[src/rtl/pe_alu_join.sv]
// pe_alu_join: two-operand functional-unit stage of a CGRA processing element.
// Joins operand streams A and B with a valid/ready handshake. Applies the
// opcode on io_cfg and presents a registered result. Opcode 11 is a
// multiply-accumulate mode that emits one result per ACC_LEN operand pairs.
// Optional feature macro: PE_ALU_JOIN_SAT_EN. When it is defined, ADD, SUB,
// MUL and the MAC arithmetic use signed saturation instead of wrapping.
module pe_alu_join #(
    parameter int WIDTH   = 32,
    parameter int ACC_LEN = 4
) (
    input  logic             clock,
    input  logic             reset,
    input  logic [3:0]       io_cfg,
    input  logic [WIDTH-1:0] io_din_a,
    input  logic             io_din_a_v,
    output logic             io_din_a_r,
    input  logic [WIDTH-1:0] io_din_b,
    input  logic             io_din_b_v,
    output logic             io_din_b_r,
    output logic [WIDTH-1:0] io_dout,
    output logic             io_dout_v,
    input  logic             io_dout_r
);

    localparam int SHW = $clog2(WIDTH);
    localparam logic [7:0] CNT_LAST = 8'(ACC_LEN - 1);
    localparam bit MAC_SINGLE = (ACC_LEN == 1);

    localparam logic [3:0] OP_ADD   = 4'd0;
    localparam logic [3:0] OP_SUB   = 4'd1;
    localparam logic [3:0] OP_MUL   = 4'd2;
    localparam logic [3:0] OP_AND   = 4'd3;
    localparam logic [3:0] OP_OR    = 4'd4;
    localparam logic [3:0] OP_XOR   = 4'd5;
    localparam logic [3:0] OP_SHL   = 4'd6;
    localparam logic [3:0] OP_SHR   = 4'd7;
    localparam logic [3:0] OP_SRA   = 4'd8;
    localparam logic [3:0] OP_MIN   = 4'd9;
    localparam logic [3:0] OP_MAX   = 4'd10;
    localparam logic [3:0] OP_MAC   = 4'd11;
    localparam logic [3:0] OP_PASSA = 4'd12;

`ifdef PE_ALU_JOIN_SAT_EN
    localparam logic [WIDTH-1:0] MAX_POS = {1'b0, {(WIDTH-1){1'b1}}};
    localparam logic [WIDTH-1:0] MIN_NEG = {1'b1, {(WIDTH-1){1'b0}}};
`endif

    typedef enum logic {S_RUN = 1'b0, S_ACC = 1'b1} state_t;

    state_t           state_q;
    logic [WIDTH-1:0] acc_q;
    logic [7:0]       cnt_q;
    logic [3:0]       cfg_q;
    logic [WIDTH-1:0] dout_q;
    logic             dout_v_q;

    logic             out_free_s;
    logic             abort_s;
    logic             fire_s;
    logic [WIDTH-1:0] prod_s;
    logic [WIDTH-1:0] macsum_s;
    logic [WIDTH-1:0] result_d;
    logic [SHW-1:0]   sh_s;
    logic signed [WIDTH-1:0] a_sgn_s;

    // Addition: signed saturating when enabled, otherwise modular.
    function automatic logic [WIDTH-1:0] add_op(input logic [WIDTH-1:0] a, input logic [WIDTH-1:0] b);
`ifdef PE_ALU_JOIN_SAT_EN
        logic [WIDTH:0] s;
        s = {a[WIDTH-1], a} + {b[WIDTH-1], b};
        if (s[WIDTH] != s[WIDTH-1]) begin
            return s[WIDTH] ? MIN_NEG : MAX_POS;
        end else begin
            return s[WIDTH-1:0];
        end
`else
        return a + b;
`endif
    endfunction

    // Subtraction: signed saturating when enabled, otherwise modular.
    function automatic logic [WIDTH-1:0] sub_op(input logic [WIDTH-1:0] a, input logic [WIDTH-1:0] b);
`ifdef PE_ALU_JOIN_SAT_EN
        logic [WIDTH:0] s;
        s = {a[WIDTH-1], a} - {b[WIDTH-1], b};
        if (s[WIDTH] != s[WIDTH-1]) begin
            return s[WIDTH] ? MIN_NEG : MAX_POS;
        end else begin
            return s[WIDTH-1:0];
        end
`else
        return a - b;
`endif
    endfunction

    // Multiply: the full signed product is clamped to WIDTH bits when
    // saturation is enabled; otherwise the low WIDTH bits are kept.
    function automatic logic [WIDTH-1:0] mul_op(input logic [WIDTH-1:0] a, input logic [WIDTH-1:0] b);
`ifdef PE_ALU_JOIN_SAT_EN
        logic [2*WIDTH-1:0] p;
        p = $signed({{WIDTH{a[WIDTH-1]}}, a}) * $signed({{WIDTH{b[WIDTH-1]}}, b});
        if ((p[2*WIDTH-1:WIDTH-1] == {(WIDTH+1){1'b0}}) ||
            (p[2*WIDTH-1:WIDTH-1] == {(WIDTH+1){1'b1}})) begin
            return p[WIDTH-1:0];
        end else begin
            return p[2*WIDTH-1] ? MIN_NEG : MAX_POS;
        end
`else
        return a * b;
`endif
    endfunction

    // A change of opcode in the middle of an accumulation group cancels the
    // group. Both readies are held low in that cycle so no pair is lost.
    assign out_free_s = ~dout_v_q | io_dout_r;
    assign abort_s    = (state_q == S_ACC) && (io_cfg != cfg_q);
    assign io_din_a_r = io_din_b_v & out_free_s & ~abort_s;
    assign io_din_b_r = io_din_a_v & out_free_s & ~abort_s;
    assign fire_s     = io_din_a_v & io_din_b_v & out_free_s & ~abort_s;
    assign io_dout    = dout_q;
    assign io_dout_v  = dout_v_q;

    // Combinational ALU: compute the single-cycle result for the current opcode.
    always_comb begin
        sh_s     = io_din_b[SHW-1:0];
        a_sgn_s  = io_din_a;
        prod_s   = mul_op(io_din_a, io_din_b);
        macsum_s = add_op(acc_q, prod_s);
        result_d = {WIDTH{1'b0}};
        case (io_cfg)
            OP_ADD:   result_d = add_op(io_din_a, io_din_b);
            OP_SUB:   result_d = sub_op(io_din_a, io_din_b);
            OP_MUL:   result_d = prod_s;
            OP_AND:   result_d = io_din_a & io_din_b;
            OP_OR:    result_d = io_din_a | io_din_b;
            OP_XOR:   result_d = io_din_a ^ io_din_b;
            OP_SHL:   result_d = io_din_a << sh_s;
            OP_SHR:   result_d = io_din_a >> sh_s;
            OP_SRA:   result_d = a_sgn_s >>> sh_s;
            OP_MIN:   result_d = ($signed(io_din_a) < $signed(io_din_b)) ? io_din_a : io_din_b;
            OP_MAX:   result_d = ($signed(io_din_a) > $signed(io_din_b)) ? io_din_a : io_din_b;
            OP_MAC:   result_d = prod_s;
            OP_PASSA: result_d = io_din_a;
            default:  result_d = {WIDTH{1'b0}};
        endcase
    end

    // Sequential state: MAC FSM, accumulator, opcode history and the registered output.
    always_ff @(posedge clock) begin
        if (reset) begin
            state_q  <= S_RUN;
            acc_q    <= {WIDTH{1'b0}};
            cnt_q    <= 8'd0;
            cfg_q    <= 4'd0;
            dout_q   <= {WIDTH{1'b0}};
            dout_v_q <= 1'b0;
        end else begin
            cfg_q <= io_cfg;
            if (abort_s) begin
                state_q  <= S_RUN;
                acc_q    <= {WIDTH{1'b0}};
                cnt_q    <= 8'd0;
                dout_v_q <= dout_v_q & ~io_dout_r;
            end else if (fire_s) begin
                if (state_q == S_ACC) begin
                    if (cnt_q == CNT_LAST) begin
                        dout_q   <= macsum_s;
                        dout_v_q <= 1'b1;
                        acc_q    <= {WIDTH{1'b0}};
                        cnt_q    <= 8'd0;
                        state_q  <= S_RUN;
                    end else begin
                        acc_q    <= macsum_s;
                        cnt_q    <= cnt_q + 8'd1;
                        dout_v_q <= 1'b0;
                    end
                end else if ((io_cfg == OP_MAC) && !MAC_SINGLE) begin
                    acc_q    <= prod_s;
                    cnt_q    <= 8'd1;
                    state_q  <= S_ACC;
                    dout_v_q <= 1'b0;
                end else begin
                    dout_q   <= result_d;
                    dout_v_q <= 1'b1;
                end
            end else if (io_dout_r) begin
                dout_v_q <= 1'b0;
            end else begin
                dout_v_q <= dout_v_q;
            end
        end
    end

endmodule

[config.mk]
export PLATFORM = sky130hd
export DESIGN_NAME = pe_alu_join
export DESIGN_NICKNAME = d
export VERILOG_FILES = /design/src/rtl/pe_alu_join.sv
export SDC_FILE = /design/constraint.sdc
export NUM_CORES = 2
export LEC_CHECK = 0
export BUFFER_PORTS_ARGS = -buffer_cell sky130_fd_sc_hd__buf_2
export CORE_ASPECT_RATIO = 0.75
export CORE_MARGIN = 2
export CORE_UTILIZATION = 40
export CTS_CLUSTER_SIZE = 20
export DETAILED_ROUTE_END_ITERATION = 10
export GPL_TIMING_DRIVEN = 1
export SETUP_SLACK_MARGIN = 0.15
export SLEW_MARGIN = 20
export SYNTH_ARGS = -nofsm -noshare
export SYNTH_HDL_FRONTEND = slang
export SYNTH_SLANG_ARGS = --single-unit
export TNS_END_PERCENT = 10
[constraint.sdc]
create_clock -name clock -period 10.9 [get_ports clock]
set_input_delay 2.18 -clock clock [delete_from_list [all_inputs] [get_ports clock]]
set_output_delay 2.18 -clock clock [all_outputs]
set_load 0.02 [all_outputs]
==> summary by stage <==
Clocking
The buffer cell driving the clock tree root is sky130_fd_sc_hd__clkbuf_16. The clock-pin slew of the registers on the worst-case setup and hold paths is 0.07 ns. The clock net in this run drives a total of 78 sinks. The clock tree from TritonCTS is done. The clock latency at the later pin of the worst-skew pair is 0.37 ns.

The H-tree depth reported by CTS is 3. No sink is reached through more buffers than the 2 on the longest clock path. Clock tree synthesis inserted a total of 9 buffers.

STA
The worst slew slack as a fraction of its limit is 0.178. The hold violation count in the final report is 0. In the finished design, the share of the clock period the worst path needs comes to 0.970. The count of pins over their slew limit is 0. For the pin with the worst max-slew slack, the measured transition is 1.22 ns. The highest clock frequency the design can meet is 0.0946 GHz. Subtracting the final worst setup slack from the clock period gives 10.57 ns.

The setup clock skew after layout is 0.0195 ns. The setup-violating endpoint count in the final report is 0. The worst path meets setup with 0.325 ns of slack. Setup repair after global routing could not meet its margin everywhere.

Floorplan
The number of top-level pins is 108. The cell row count is 87. The y dimension of the die is 242 um. The die boundary width is 321 um. The total area inside the core boundary comes to 75000 um2. For this configuration, the core starts out at a cell density of 0.403.

The area of the die is 77800 um2.

Critical path
At the worst endpoint, the arrival time is 10.83 ns. The kind of end point of the critical path is a flop. The register-to-register setup slack is 6.45 ns. In this run the worst path has a maximum fanout of 8. For this run, the slowest stage of the critical path takes 0.59 ns. By instance count, the cell type seen most on the critical path is sky130_fd_sc_hd__fa_1. The slowest stage of the critical path is the sky130_fd_sc_hd__fa_1 cell. STA classifies the critical path startpoint as a primary input.

STA puts the critical path data required time at 11.15 ns. The critical path is of the primary input to flop type.

Placed design
The weighted congestion at the end of routability-driven global placement is 1.06. The port buffer count is 107. The number of placed instances, taps included is 5121. The minimum setup slack after placement is -0.364 ns.

The HPWL after detailed placement is 127 mm.

Yosys
The count of warnings emitted by yosys is 0. The post-synth net total is 4667. In the synthesized netlist the async set-or-reset flop fraction comes to 0. The share of synthesized area occupied by flip-flops and latches is 0.0517. After synthesis, the netlist uses 95 different library cells. The synthesized netlist cell count is 3930.

The average instance in the mapped netlist occupies 7.69 um2. The synthesized netlist occupies a cell area of 30200 um2. The number of synthesized register bits is 78. The dominant synthesized flop cell is sky130_fd_sc_hd__dfxtp_1. The count of flip-flops with a built-in enable after synthesis is 0.

Route
The detailed-route wire length is 157 mm. The count of nets left with antenna violations once routing finished came out at 0. After detailed routing, the number of remaining DRC violations is 0. The detailed router finished its first iteration with 4911 violations. The average wire per standard cell is 30.2 um. The via count is 32300. The number of detailed-routing iterations run before antenna repair is 6. After detailed routing, the number of vias per cell comes to 6.23.

Global routing
The wire length of the first global-routing pass is 221 mm. The initial antenna violation count is 10. Across every metal layer, demand over resource in global routing totals 0.393. The number of global-route vias before repair was 30000. The pin count of the biggest net entering global routing is 59. The remaining global-route overflow is 0.

Outcome
The flow ran to the end, and the final reports show no timing, DRC or antenna violations.

Cells and area
The flip-flop and latch area is 1560 um2. In the final layout, the share of cells above drive strength 1 is 0.180. The area added between synthesis and finish is 16.4%.

The number of cells in the finished layout apart from fillers is 5183. The net count of the finished layout is 4930. After filler insertion, the fill cell instance count of the layout stands at 7525. The area of the multi-input gates is 26000 um2.

Job
The tool flagged a number of max-cap violations equal to 0.

Worst hold path
The path category of the worst min-delay check is flop to flop.
==> layout by cell type (no fill, tap or decap), types with 14 or more instances in the layout <==
cell type | synthesis | final
sky130_fd_sc_hd__buf_12 | 2 | 19
sky130_fd_sc_hd__nand3_1 | 41 | 40
sky130_fd_sc_hd__o211ai_1 | 21 | 21
sky130_fd_sc_hd__a311oi_1 | 20 | 20
sky130_fd_sc_hd__o31ai_1 | 22 | 20
sky130_fd_sc_hd__inv_1 | 519 | 503
sky130_fd_sc_hd__mux4_2 | 45 | 45
sky130_fd_sc_hd__nand2_1 | 393 | 393
sky130_fd_sc_hd__a31oi_1 | 20 | 19
sky130_fd_sc_hd__mux2i_1 | 78 | 78
sky130_fd_sc_hd__a211oi_1 | 55 | 51
sky130_fd_sc_hd__buf_4 | 1 | 401
sky130_fd_sc_hd__o221ai_1 | 33 | 32
sky130_fd_sc_hd__o21a_1 | 23 | 23
sky130_fd_sc_hd__xnor2_1 | 95 | 92
sky130_fd_sc_hd__o22ai_1 | 36 | 36
sky130_fd_sc_hd__nor2b_1 | 22 | 22
sky130_fd_sc_hd__dfxtp_1 | 78 | 78
sky130_fd_sc_hd__or3_1 | 29 | 27
sky130_fd_sc_hd__o21ai_0 | 165 | 162
sky130_fd_sc_hd__o21bai_1 | 15 | 15
sky130_fd_sc_hd__nand4_1 | 14 | 14
sky130_fd_sc_hd__a22oi_1 | 27 | 27
sky130_fd_sc_hd__a221oi_1 | 37 | 36
sky130_fd_sc_hd__nand2b_1 | 21 | 21
sky130_fd_sc_hd__fa_1 | 411 | 399
sky130_fd_sc_hd__ha_1 | 253 | 241
sky130_fd_sc_hd__buf_2 | 23 | 95
sky130_fd_sc_hd__nor2_2 | 2 | 23
sky130_fd_sc_hd__xor2_1 | 28 | 26
sky130_fd_sc_hd__nor2_1 | 568 | 541
sky130_fd_sc_hd__a21o_1 | 30 | 30
sky130_fd_sc_hd__nor3_1 | 78 | 71
sky130_fd_sc_hd__a21oi_1 | 242 | 232
==> path summary, 6_finish.rpt <==
check | end | start | cells after the start
setup / recovery | acc_q[31] | io_din_a[18] | 34
hold / removal | io_dout[0] | io_dout[0] | 2
setup reg to reg | io_dout[29] | state_q | 11
hold reg to reg | io_dout[0] | io_dout[0] | 2
==> final cells by class <==
type                       count  share of cell area
antenna                        6            0.000427
clock buffer                   9             0.00640
clock inverter                 7             0.00156
inverter                     534              0.0585
multi-input combinational   3040               0.739
sequential                    78              0.0444
tap                          979              0.0348
timing repair buffer         530               0.115
==> cells in the mapped netlist (all sizes together), types with 79 or more instances <==
master,instances,share of area
ha,253,0.10
a21oi,242,0.040
nor2,570,0.071
inv,523,0.065
fa,411,0.27
nand2,394,0.049
o21ai,168,0.028
xnor2,95,0.028
nor3,79,0.013
clkbuf,200,0.025
==> registers in the layout (all words and copies together) (netlist names) <==
name       cells
io_dout_v      1
state_q        1
cfg_q          4
io_dout       32
cnt_q          8
acc_q         32
==> repair_timing <==
item,4_1_cts,5_1_grt
endpoints found under the setup margin,5,22
pin swaps,2,44
gates cloned,0,1
resized for setup,6,144
buffers inserted,2,37
hold buffers,0,0
==> logic make-up (layout without fill, tap and decap cells) <==
kind of cell	count (synthesis)	count (layout)	share of synthesized area
compound gates	866	866	0.190
xor+xnor	124	124	0.0364
fa+ha+maj	664	664	0.377
buf+inv	812	1080	0.104
flops	78	78	0.0517
mux	132	132	0.0627
other cells	0	6	0
simple gates	1254	1254	0.179
==> worst max-delay path: cells and delay by family <==
family | cells | cell delay (ns)
adder cells (fa/ha/maj) | 10 | 4.72
AND/OR/NAND/NOR | 8 | 1.80
buffers and inverters | 9 | 1.04
AO/OA/AOI/OAI | 6 | 0.91
XOR/XNOR | 1 | 0.17
==> layer usage <==
layer	wire (um)	track usage
met5	46	0
met4	6840	0.131
met3	22700	0.133
met2	60600	0.528
met1	66400	0.581
==> per-stage QoR <==
| step | utilization | hold WS, ns | TNS, ns | area [um2] |
|---|---|---|---|---|
| after floorplan | - | 0.471 | 0 | 30300 |
| after global placement | 0.453 | 0.481 | -2.42 | 34000 |
| after detailed placement | 0.453 | 0.487 | -2.17 | 34000 |
| after CTS | 0.458 | 0.500 | 0 | 34300 |
| after global routing | 0.469 | 0.529 | 0 | 35200 |
| final | 0.469 | 0.498 | 0 | 35200 |
Power is not shown: default switching activity piles up to over one toggle a cycle in this logic, so the estimate is an artifact.
